File: config.mk
export PLATFORM = sky130hd
export DESIGN_NAME = crane_ctrl_gen
export DESIGN_NICKNAME = d
export VERILOG_FILES = /design/src/rtl/crane_pkg.sv /design/src/rtl/crane_slew.sv /design/src/rtl/crane_ctrl_gen.sv
export SDC_FILE = /design/constraint.sdc
export NUM_CORES = 1
export LEC_CHECK = 0
export ABC_AREA = 1
export CORE_ASPECT_RATIO = 2
export CORE_UTILIZATION = 54
export DETAILED_ROUTE_END_ITERATION = 7
export GPL_ROUTABILITY_DRIVEN = 0
export PLACE_DENSITY = 0.86
export SLEW_MARGIN = 10
export SYNTH_ARGS = -nofsm -noshare
export SYNTH_HDL_FRONTEND = slang
export SYNTH_SLANG_ARGS = --single-unit
File: constraint.sdc
create_clock -name i_clk -period 2.5 [get_ports i_clk]
set_input_delay 0.375 -clock i_clk [delete_from_list [all_inputs] [get_ports i_clk]]
set_output_delay 0.375 -clock i_clk [all_outputs]
set_load 0.01 [all_outputs]
File: src/rtl/crane_pkg.sv
// Shared types for the crane pick-cycle controller: actuator codes, FSM states,
// the per-state actuator decode and the shortest-slew direction helper.
package crane_pkg;

    typedef enum logic [2:0] {
        ACT_DN      = 3'd0,
        ACT_A1      = 3'd1,
        ACT_UP      = 3'd2,
        ACT_A2      = 3'd3,
        ACT_R1      = 3'd4,
        ACT_R2      = 3'd5,
        ACT_NOTHING = 3'd6,
        ACT_TURN    = 3'd7
    } action_e;

    typedef enum logic [2:0] {
        S_IDLE,
        S_TURN_OUT,
        S_LOWER,
        S_WAIT_HOOK,
        S_RAISE,
        S_WAIT_UNHOOK,
        S_SETTLE,
        S_TURN_HOME
    } state_e;

    function automatic action_e state_action(input state_e s);
        action_e a;
        a = ACT_NOTHING;
        case (s)
            S_IDLE:                  a = ACT_NOTHING;
            S_TURN_OUT, S_TURN_HOME: a = ACT_TURN;
            S_LOWER:                 a = ACT_DN;
            S_WAIT_HOOK:             a = ACT_A1;
            S_RAISE:                 a = ACT_UP;
            S_WAIT_UNHOOK:           a = ACT_A2;
            S_SETTLE:                a = ACT_R1;
        endcase
        return a;
    endfunction

    // Forward distance no larger than half a turn means incrementing is shortest;
    // an exact half-turn therefore resolves to increment.
    function automatic logic shortest_inc(input logic [31:0] cur, input logic [31:0] tgt,
                                          input int unsigned width);
        logic [31:0] mask;
        logic [31:0] fwd;
        mask = (32'd1 << width) - 32'd1;
        fwd  = (tgt - cur) & mask;
        return fwd <= (32'd1 << (width - 1));
    endfunction

endpackage

File: src/rtl/crane_slew.sv
// Slew axis: angle register with modular wrap, per-step dwell counter and
// shortest-direction choice toward the requested target.
module crane_slew
    import crane_pkg::*;
#(
    parameter int ANGLE_W    = 2,
    parameter int TURN_TIME  = 3,
    parameter int HOME_ANGLE = 0
) (
    input  logic               i_clk,
    input  logic               i_reset,
    input  logic               i_go,
    input  logic [ANGLE_W-1:0] i_target,
    output logic [ANGLE_W-1:0] o_angle,
    output logic               o_at_target
);

    localparam int CNT_W = $clog2(TURN_TIME + 1);
    localparam logic [CNT_W-1:0] CNT_LAST = CNT_W'(TURN_TIME - 1);

    logic [CNT_W-1:0]   r_cnt;
    logic [ANGLE_W-1:0] r_angle;
    logic               w_inc;

    assign o_angle     = r_angle;
    assign o_at_target = (r_angle == i_target);
    assign w_inc       = shortest_inc(32'(r_angle), 32'(i_target), ANGLE_W);

    // NOTE: sequential state uses non-blocking assignments so every register
    // samples pre-edge values regardless of statement order.
    always_ff @(posedge i_clk or posedge i_reset) begin
        if (i_reset) begin
            r_angle <= ANGLE_W'(HOME_ANGLE);
            r_cnt   <= '0;
        end else if (!i_go || o_at_target) begin
            r_cnt <= '0;
        end else if (r_cnt == CNT_LAST) begin
            r_cnt   <= '0;
            r_angle <= w_inc ? r_angle + 1'b1 : r_angle - 1'b1;
        end else begin
            r_cnt <= r_cnt + 1'b1;
        end
    end

endmodule

File: src/rtl/crane_ctrl_gen.sv
// Moore controller for one crane pick cycle: accept job, slew out, lower, hook,
// raise, unhook, settle and slew home, with wait timeouts and pre-pickup abort.
module crane_ctrl_gen
    import crane_pkg::*;
#(
    parameter int ANGLE_W    = 2,
    parameter int HEIGHT_W   = 3,
    parameter int TURN_TIME  = 3,
    parameter int UP_TO      = 3,
    parameter int START_H    = 2,
    parameter int HOME_ANGLE = 0,
    parameter int WAIT_MAX   = 15
) (
    input  logic                i_clk,
    input  logic                i_reset,
    input  logic                i_cmd_valid,
    output logic                o_cmd_ready,
    input  logic [ANGLE_W-1:0]  i_cmd_angle,
    input  logic [HEIGHT_W-1:0] i_cmd_height,
    input  logic                i_hooked,
    input  logic                i_unhooked,
    input  logic                i_abort,
    output logic [ANGLE_W-1:0]  o_angle_out,
    output logic [HEIGHT_W-1:0] o_height_out,
    output logic [2:0]          o_action,
    output logic                o_busy,
    output logic                o_done,
    output logic                o_err_timeout
);

    localparam int WAIT_W = $clog2(WAIT_MAX + 1);
    localparam logic [WAIT_W-1:0]   WAIT_TOP  = WAIT_W'(WAIT_MAX);
    localparam logic [WAIT_W-1:0]   WAIT_LAST = WAIT_W'(WAIT_MAX - 1);
    localparam logic [HEIGHT_W-1:0] H_UP      = HEIGHT_W'(UP_TO);
    localparam logic [HEIGHT_W-1:0] H_START   = HEIGHT_W'(START_H);

    state_e              r_state, w_next;
    action_e             r_action, w_action;
    logic [ANGLE_W-1:0]  r_job_angle, w_target;
    logic [HEIGHT_W-1:0] r_job_height, r_height, w_height, w_cmd_h;
    logic [WAIT_W-1:0]   r_wait, w_wait;
    logic                r_busy, r_ready, r_done, r_err;
    logic                w_go, w_at_target, w_done, w_err;

    function automatic logic [HEIGHT_W-1:0] f_toward(input logic [HEIGHT_W-1:0] cur,
                                                     input logic [HEIGHT_W-1:0] tgt);
        return (cur < tgt) ? cur + 1'b1 : cur - 1'b1;
    endfunction

    crane_slew #(
        .ANGLE_W   (ANGLE_W),
        .TURN_TIME (TURN_TIME),
        .HOME_ANGLE(HOME_ANGLE)
    ) u_slew (
        .i_clk      (i_clk),
        .i_reset    (i_reset),
        .i_go       (w_go),
        .i_target   (w_target),
        .o_angle    (o_angle_out),
        .o_at_target(w_at_target)
    );

    assign w_cmd_h = (i_cmd_height > H_UP) ? H_UP : i_cmd_height;

    // NOTE: every combinational output gets a default first, so no path infers a latch.
    always_comb begin
        w_next   = r_state;
        w_height = r_height;
        w_wait   = '0;
        w_go     = 1'b0;
        w_target = r_job_angle;
        w_done   = 1'b0;
        w_err    = 1'b0;
        case (r_state)
            S_IDLE: if (i_cmd_valid) w_next = S_TURN_OUT;
            S_TURN_OUT: begin
                if (i_abort)          w_next = S_SETTLE;
                else if (w_at_target) w_next = S_LOWER;
                else                  w_go   = 1'b1;
            end
            S_LOWER: begin
                if (i_abort)                        w_next   = S_SETTLE;
                else if (r_height == r_job_height)  w_next   = S_WAIT_HOOK;
                else                                w_height = f_toward(r_height, r_job_height);
            end
            S_WAIT_HOOK: begin
                if (i_abort)       w_next = S_SETTLE;
                else if (i_hooked) w_next = S_RAISE;
                else if (r_wait == WAIT_LAST) begin
                    w_next = S_SETTLE;
                    w_err  = 1'b1;
                end else           w_wait = r_wait + 1'b1;
            end
            S_RAISE: begin
                if (r_height < H_UP) w_height = r_height + 1'b1;
                else                 w_next   = S_WAIT_UNHOOK;
            end
            S_WAIT_UNHOOK: begin
                // A loaded hook only ever leaves on unhooked; the timeout just reports.
                if (i_unhooked)            w_next = S_SETTLE;
                else if (r_wait == WAIT_TOP) w_wait = r_wait;
                else begin
                    w_wait = r_wait + 1'b1;
                    w_err  = (r_wait == WAIT_LAST);
                end
            end
            S_SETTLE: begin
                if (r_height == H_START) w_next   = S_TURN_HOME;
                else                     w_height = f_toward(r_height, H_START);
            end
            S_TURN_HOME: begin
                w_target = ANGLE_W'(HOME_ANGLE);
                if (w_at_target) begin
                    w_next = S_IDLE;
                    w_done = 1'b1;
                end else w_go = 1'b1;
            end
        endcase
        w_action = state_action(w_next);
        if (r_state == S_SETTLE && w_next == S_TURN_HOME) w_action = ACT_R2;
    end

    always_ff @(posedge i_clk or posedge i_reset) begin
        if (i_reset) begin
            r_state      <= S_IDLE;
            r_height     <= H_START;
            r_wait       <= '0;
            r_job_angle  <= '0;
            r_job_height <= '0;
            r_action     <= ACT_NOTHING;
            r_busy       <= 1'b0;
            r_ready      <= 1'b1;
            r_done       <= 1'b0;
            r_err        <= 1'b0;
        end else begin
            r_state  <= w_next;
            r_height <= w_height;
            r_wait   <= w_wait;
            r_action <= w_action;
            r_busy   <= (w_next != S_IDLE);
            r_ready  <= (w_next == S_IDLE);
            r_done   <= w_done;
            r_err    <= w_err;
            if (r_state == S_IDLE && i_cmd_valid) begin
                r_job_angle  <= i_cmd_angle;
                r_job_height <= w_cmd_h;
            end
        end
    end

    assign o_height_out  = r_height;
    assign o_action      = r_action;
    assign o_busy        = r_busy;
    assign o_cmd_ready   = r_ready;
    assign o_done        = r_done;
    assign o_err_timeout = r_err;

endmodule

Yosys cells after proc, flatten, opt, wreduce, memory -nomap -nowiden

Memories as Yosys holds them, arrays and structs flattened.
Index checks and enable logic that the tools add are counted.

Flip-flop bits (word level): 26
Bits in read-only memories: 24
Input port bits: 11
Output and inout port bits: 12
Word-level logic and storage cells: 98
Memories: 1

Add/subtract/negate cells: 7
$lt $le $gt $ge: 5
Equal/unequal tests: 19
Muxes and demuxes: 43
Bitwise logic cells: 1
Reductions and logical operators: 10

Memories:

| memory          | depth | bits a word | rd ports | clocked after Yosys merged registers in | write ports | line            | source |
|---|---|---|---|---|---|---|---|
| (no name shown) | 8     | 3           | 1        | 0                                       | 0           | crane_pkg.sv:30 | `case (s)` |

Operators with widths:

| operator            | count |
|---|---|
| $mux 3              | 20 |
| $pmux 3 s8          | 1 |
| $mux 4              | 5 |
| $eq 3x3->1 const B  | 5 |
| $eq 3x2->1 const B  | 3 |
| $mux 1              | 9 |
| $pmux 3 s3          | 1 |
| $eq 4x4->1 const B  | 2 |
| $mux 2              | 4 |
| $ne 2x2->1 const B  | 4 |
| $pmux 4 s2          | 1 |
| $logic_not 3->1     | 2 |
| $lt 3x2->1 const B  | 2 |
| $reduce_bool 3->1   | 2 |
| $reduce_and 5->1    | 1 |
| $add 2x1->2 const B | 2 |
| $add 4x1->4 const B | 1 |
| $pmux 1 s2          | 2 |
| $add 3x1->3 const B | 1 |
| $eq 3x1->1 const B  | 1 |
| $eq 3x3->1          | 1 |
| $gt 3x2->1 const B  | 1 |
| $lt 3x3->1          | 1 |
| $ne 3x3->1 const B  | 1 |
| 11 further kinds    | 12 |

Depth between registers and ports, before layout

Depth after elaboration: 10
Mapped depth: 11
Gate-level depth less buffers: 10

Hierarchy

From an unflattened synthesis, not the netlist that was laid out.

Cell total of the unflattened synthesis: 246
Area total of the unflattened synthesis: 1,726.7 µm²

Modules (own cells, without submodules):

| module         | instances | cells an instance | area an instance (µm²) | seq. area each (µm²) |
|---|---|---|---|---|
| crane_ctrl_gen | 1         | 206               | 1,461.4                | 555.5 |
| crane_slew     | 1         | 40                | 265.3                  | 100.1 |

Worst setup path before layout

No wires, ideal clock.

Path type: flip-flop to flip-flop
Start point: reg r_state[1]
End point: reg r_busy (netlist: o_busy)
Setup time: 119 ps
Arrival: 1,636 ps
Data required time: 2,381 ps
Slack: 745 ps
Stages on the path, launching flop included: 12
Buffers on the path: 1
Clock period less this slack: 1,755 ps
Path through: dfrtp_1 -> buf_4 -> nand3_2 -> nand2_1 -> ha_1 -> nand2_1 -> nand3_1 -> nand3_1 -> nor2_2 -> nand3_2 -> nor2_1 -> nand2_1

Word-level cells in the longest chain between the ends: 7
Elaborated cells on any way between the ends: 24
Classes of those cells: eq/ne (8); mux (14); reduce/logical (2)

RTL lines:

| item                   | line                  | source |
|---|---|---|
| from (decl)            | crane_ctrl_gen.sv:37  | `state_e r_state, w_next;` |
| from (signal assigned) | crane_ctrl_gen.sv:136 | `r_state <= w_next;` |
| $eq 3x3->1             | crane_ctrl_gen.sv:74  | `case (r_state)` |
| $mux 2                 | crane_ctrl_gen.sv:74  |  |
| $eq 2x2->1             | crane_slew.sv:26      | `assign o_at_target = (r_angle == i_target);` |
| $mux 3                 | crane_ctrl_gen.sv:78  | `else if (w_at_target) w_next = S_LOWER;` |
| $mux 3                 | crane_ctrl_gen.sv:77  | `if (i_abort) w_next = S_SETTLE;` |
| $pmux 3 s8 (*)         | crane_ctrl_gen.sv:74  |  |
| net w_next[1]          | crane_ctrl_gen.sv:37  |  |
| $reduce_bool 3->1 (*)  | crane_ctrl_gen.sv:140 | `r_busy <= (w_next != S_IDLE);` |
| to (signal assigned)   | crane_ctrl_gen.sv:140 |  |
| to (decl)              | crane_ctrl_gen.sv:42  | `logic r_busy, r_ready, r_done, r_err;` |

The timed path passes the listed nets; every way through them passes the cells marked *.
A chain may end at the register's enable or synchronous reset.

Worst setup path in the final report

Start point: reg r_state[2]
End point: reg r_action[1] (netlist: o_action[1])

Word-level cells in the longest chain between the ends: 9
Elaborated cells on any way between the ends: 27
Classes of those cells: eq/ne (9); mux (15); reduce/logical (2); memory (1)

RTL lines:

| item                                                | line                  | source |
|---|---|---|
| $eq 3x3->1                                          | crane_ctrl_gen.sv:74  |  |
| $mux 2                                              | crane_ctrl_gen.sv:74  |  |
| $eq 2x2->1                                          | crane_slew.sv:26      |  |
| $mux 3                                              | crane_ctrl_gen.sv:78  |  |
| $mux 3                                              | crane_ctrl_gen.sv:77  |  |
| $pmux 3 s8 (*)                                      | crane_ctrl_gen.sv:74  |  |
| net w_next[1]                                       | crane_ctrl_gen.sv:37  |  |
| branches (longest 2 deep; another with $mem_v2 8x3) | n/a                   |  |
| $mux 3 (*)                                          | crane_ctrl_gen.sv:120 | `if (r_state == S_SETTLE && w_next == S_TURN_HOME) w_action = ACT_R2;` |
| net w_action[1]                                     | crane_ctrl_gen.sv:38  | `action_e r_action, w_action;` |
| to (signal assigned)                                | crane_ctrl_gen.sv:139 | `r_action <= w_action;` |
| to (decl)                                           | crane_ctrl_gen.sv:38  |  |

Mark *: on every way through the listed nets, which the timed path passes.

==> load_flow_metrics.sql <==
INSERT INTO impl_metrics (metric_group, metric, value, unit) VALUES
('logic_synthesis', 'synth_xor_xnor_area_share', '0.02720', ''),
('logic_synthesis', 'netlist.top_cell.by_area', 'sky130_fd_sc_hd__dfrtp_1', ''),
('timing', 'fmax', '0.4822', 'GHz'),
('timing', 'final_hold_viol_count', '0', ''),
('pwr', 'power', '2.220', 'mW'),
('logic_synthesis', 'muxShareOfSynthArea', '0', ''),
('clocking', 'number_of_buffers_on_the_longest_clock_path', '2', ''),
('clocking', 'cts_tree', 'yes', ''),
('critical_path', 'crit_path_max_fanout', '11', ''),
('logic_synthesis', 'post_synth.cell_area_avg', '8.051', 'µm²'),
('global_routing', 'first_global_vias', '1264', ''),
('detailed_routing', 'drt-initial-drc-count', '29', ''),
('timing', 'finalCritPeriodShare', '0.8295', ''),
('global_routing', 'grt_overflow_total', '0', ''),
('min_path', 'worstHoldPathType', 'flop to flop', ''),
('pwr', 'worst_ir_drop_vdd', '657.5', 'µV'),
('clocking', 'cts-hold-fix-buffers', '0', ''),
('global_routing', 'pin_count_of_the_biggest_net_entering_global_routing', '27', ''),
('clocking', 'clk_pin_slew_worst_paths', '90', 'ps'),
('detailed_routing', 'wl_per_cell', '12.79', 'µm'),
('global_routing', 'initial_antenna_violation_count', '0', ''),
('die', 'dieHeight', '79.23', 'µm'),
('timing', 'setup_total_negative_slack', '0', 'ps'),
('detailed_routing', 'route.detailed.vias_per_inst', '5.437', ''),
('logic_synthesis', 'yosysWarningCount', '0', ''),
('clocking', 'htreeDepth', '1', ''),
('die', 'die_area', '3218', 'µm²'),
('critical_path', 'critPathRequiredTime', '2690', 'ps'),
('logic_synthesis', 'synth-seq-cells', '26', ''),
('clocking', 'tritoncts_num_sinks', '26', ''),
('logic_synthesis', 'syn-instance-count', '200', ''),
('timing', 'tightestPinTransition', '387.6', 'ps'),
('logic_synthesis', 'synth_flop_cell', 'sky130_fd_sc_hd__dfrtp_1', ''),
('die', 'io_pins', '23', ''),
('detailed_routing', 'routed_wl', '3249', 'µm'),
('timing', 'setup_viol', '0', ''),
('place', 'detailed_place_hpwl', '2493', 'µm'),
('place', 'place.port_buffers', '22', ''),
('clocking', 'cts-resized-gates', '0', ''),
('critical_path', 'critical_path.startpoint_type', 'flop', ''),
('layout', 'design.final.nets', '246', ''),
('logic_synthesis', 'synthSimpleGateAreaFrac', '0.3357', ''),
('status', 'outcome', 'finished, final reports clean', ''),
('die', 'die_w', '40.62', 'µm'),
('logic_synthesis', 'share_of_synthesized_registers_carrying_an_async_set_or_reset', '1.000', ''),
('pwr', 'power_leakage', '0.9988', 'nW'),
('detailed_routing', 'post-route-drc-count', '0', ''),
('timing', 'finClkSkew', '6.547', 'ps'),
('logic_synthesis', 'synth-compound-area-share', '0.08081', ''),
('global_routing', 'grt_first_pass_wirelength', '5119', 'µm'),
('logic_synthesis', 'synth_top_family_by_area', 'simple AND/OR/NAND/NOR gates', ''),
('logic_synthesis', 'synth.lib_cells_used.distinct', '27', ''),
('layout', 'layout_overhead_on_the_synthesized_area', '19.89', '%'),
('detailed_routing', 'vias', '1381', ''),
('timing', 'max_slew_headroom', '0.7416', ''),
('timing', 'slew_viol_final', '0', ''),
('logic_synthesis', 'yosys-top-cells-count', 'sky130_fd_sc_hd__nand2_1, sky130_fd_sc_hd__inv_1, sky130_fd_sc_hd__dfrtp_1, sky130_fd_sc_hd__nor2_1, sky130_fd_sc_hd__nand3_1', ''),
('critical_path', 'critical_path_arrival', '2270', 'ps'),
('logic_synthesis', 'synth.area.top_cells', 'sky130_fd_sc_hd__dfrtp_1, sky130_fd_sc_hd__nand2_1, sky130_fd_sc_hd__ha_1', ''),
('critical_path', 'end_kind', 'flop', ''),
('job', 'drv_cap', '0', ''),
('detailed_routing', 'ant_nets', '0', ''),
('logic_synthesis', 'mappedNetlistArea', '1610', 'µm²'),
('die', 'coreArea', '2804', 'µm²'),
('timing', 'period_minus_slack', '2074', 'ps'),
('logic_synthesis', 'synth_seq_area_share', '0.4071', ''),
('logic_synthesis', 'portion_of_synthesized_cell_area_occupied_by_the_leading_cell_type', '0.3419', ''),
('layout', 'post_route_cells_drive_above_1_share', '0.1600', ''),
('clocking', 'clk_root_buffer_cell', 'sky130_fd_sc_hd__clkbuf_8', ''),
('clocking', 'cts_buffers', '3', ''),
('pwr', 'powerDensity', '1150', 'nW/µm²');
==> logic make-up after synthesis <==
kind of cell	Yosys count
simple gates	105
buf+inv	32
flops	26
compound gates	23
fa+ha+maj	9
xor+xnor	5
==> layout make-up <==
class / count / area (µm²)
clock inverters: 1 / 30.03
multi-input cells: 142 / 827.0
fillers: 227 / 873.3
clock buffers: 3 / 41.29
repair buffers: 23 / 227.7
inverters: 30 / 112.6
well taps: 29 / 36.28
flip-flops and latches: 26 / 655.6
==> critical path: stages (launching register included) <==
cell and delay (ps):
sky130_fd_sc_hd__dfrtp_1 530, sky130_fd_sc_hd__nand3_2 210, sky130_fd_sc_hd__nand2_1 70, sky130_fd_sc_hd__ha_1 340, sky130_fd_sc_hd__nand2_1 120, sky130_fd_sc_hd__nand3_1 150
sky130_fd_sc_hd__nand3_1 110, sky130_fd_sc_hd__nor2_2 130, sky130_fd_sc_hd__nand3_2 120, sky130_fd_sc_hd__a21boi_1 210
==> flip-flops by register name (all words and copies together), names as in the netlist <==
signal	flops
o_err_timeout	1
r_job_angle	2
u_slew.r_cnt	2
r_wait	4
o_height_out	3
u_slew.o_angle	2
r_state	3
o_busy	1
o_done	1
o_cmd_ready	1
o_action	3
r_job_height	3
==> report_power, final <==
part,total [mW],switching (mW),internal [mW]
logic,1.13,0.658,0.476
registers,0.734,0.151,0.583
clock network,0.352,0.138,0.214
total,2.22,0.947,1.27
==> routing by layer <==
layer | routed length, µm | GRT usage | vias to the layer above
met5 | 0 | 0 | -
met4 | 85 | 0.09333 | 0
met3 | 88 | 0.01676 | 7
met2 | 1807 | 0.4111 | 32
met1 | 1268 | 0.2385 | 648
li1 | - | - | 694
==> path summary, 6_finish.rpt <==
check	from	end	slack [ps]	cells after the start
setup / recovery	r_state[2]	o_action[1]	430	9
hold / removal	u_slew.r_cnt[0]	u_slew.r_cnt[0]	430	1
setup reg to reg	r_state[2]	o_action[1]	430	9
hold reg to reg	u_slew.r_cnt[0]	u_slew.r_cnt[0]	430	1
max in group asynchronous	i_reset	o_cmd_ready	1760	3
min in group asynchronous	i_reset	r_state[2]	440	3
==> through the flow <==
stage | hold WS [ps] | std cells | cell area [µm²] | worst slack (ps) | utilization
floorplan | 411.7 | 200 | 1610 | 745.3 | -
global placement | 420.5 | 250 | 1859 | 553.6 | 0.6631
detailed placement | 425.6 | 250 | 1859 | 491.2 | 0.6631
CTS | 438.1 | 254 | 1931 | 436.3 | 0.6885
global route | 468.5 | 254 | 1931 | 268.5 | 0.6885
finish | 433.7 | 254 | 1931 | 426.3 | 0.6885
==> cells in the final DEF (no fill, tap or decap) <==
master                            instances
sky130_fd_sc_hd__nand2_1                 42
sky130_fd_sc_hd__inv_1                   26
sky130_fd_sc_hd__clkdlybuf4s50_1         22
sky130_fd_sc_hd__dfrtp_1                 22
sky130_fd_sc_hd__nor2_1                  16
sky130_fd_sc_hd__nand3_1                 14
sky130_fd_sc_hd__o21ai_0                 11
sky130_fd_sc_hd__ha_1                     9
sky130_fd_sc_hd__nand2_2                  7
sky130_fd_sc_hd__nand3_2                  6
sky130_fd_sc_hd__nor3_1                   5
sky130_fd_sc_hd__a21oi_1                  5
sky130_fd_sc_hd__inv_2                    4
sky130_fd_sc_hd__nand4_1                  4
sky130_fd_sc_hd__dfstp_2                  4
sky130_fd_sc_hd__xor2_1                   3
sky130_fd_sc_hd__nand3b_1                 3
sky130_fd_sc_hd__nor2_2                   3
sky130_fd_sc_hd__clkbuf_8                 3
sky130_fd_sc_hd__nor2_4                   2
sky130_fd_sc_hd__o21ai_2                  2
sky130_fd_sc_hd__xnor2_1                  2
sky130_fd_sc_hd__nand2_4                  2
sky130_fd_sc_hd__o21ai_1                  2
sky130_fd_sc_hd__a21o_1                   1
sky130_fd_sc_hd__nand4_2                  1
sky130_fd_sc_hd__a21boi_1                 1
sky130_fd_sc_hd__o211ai_1                 1
sky130_fd_sc_hd__bufinv_16                1
sky130_fd_sc_hd__buf_4                    1
No activity file was read; power rests on OpenSTA's default activity.
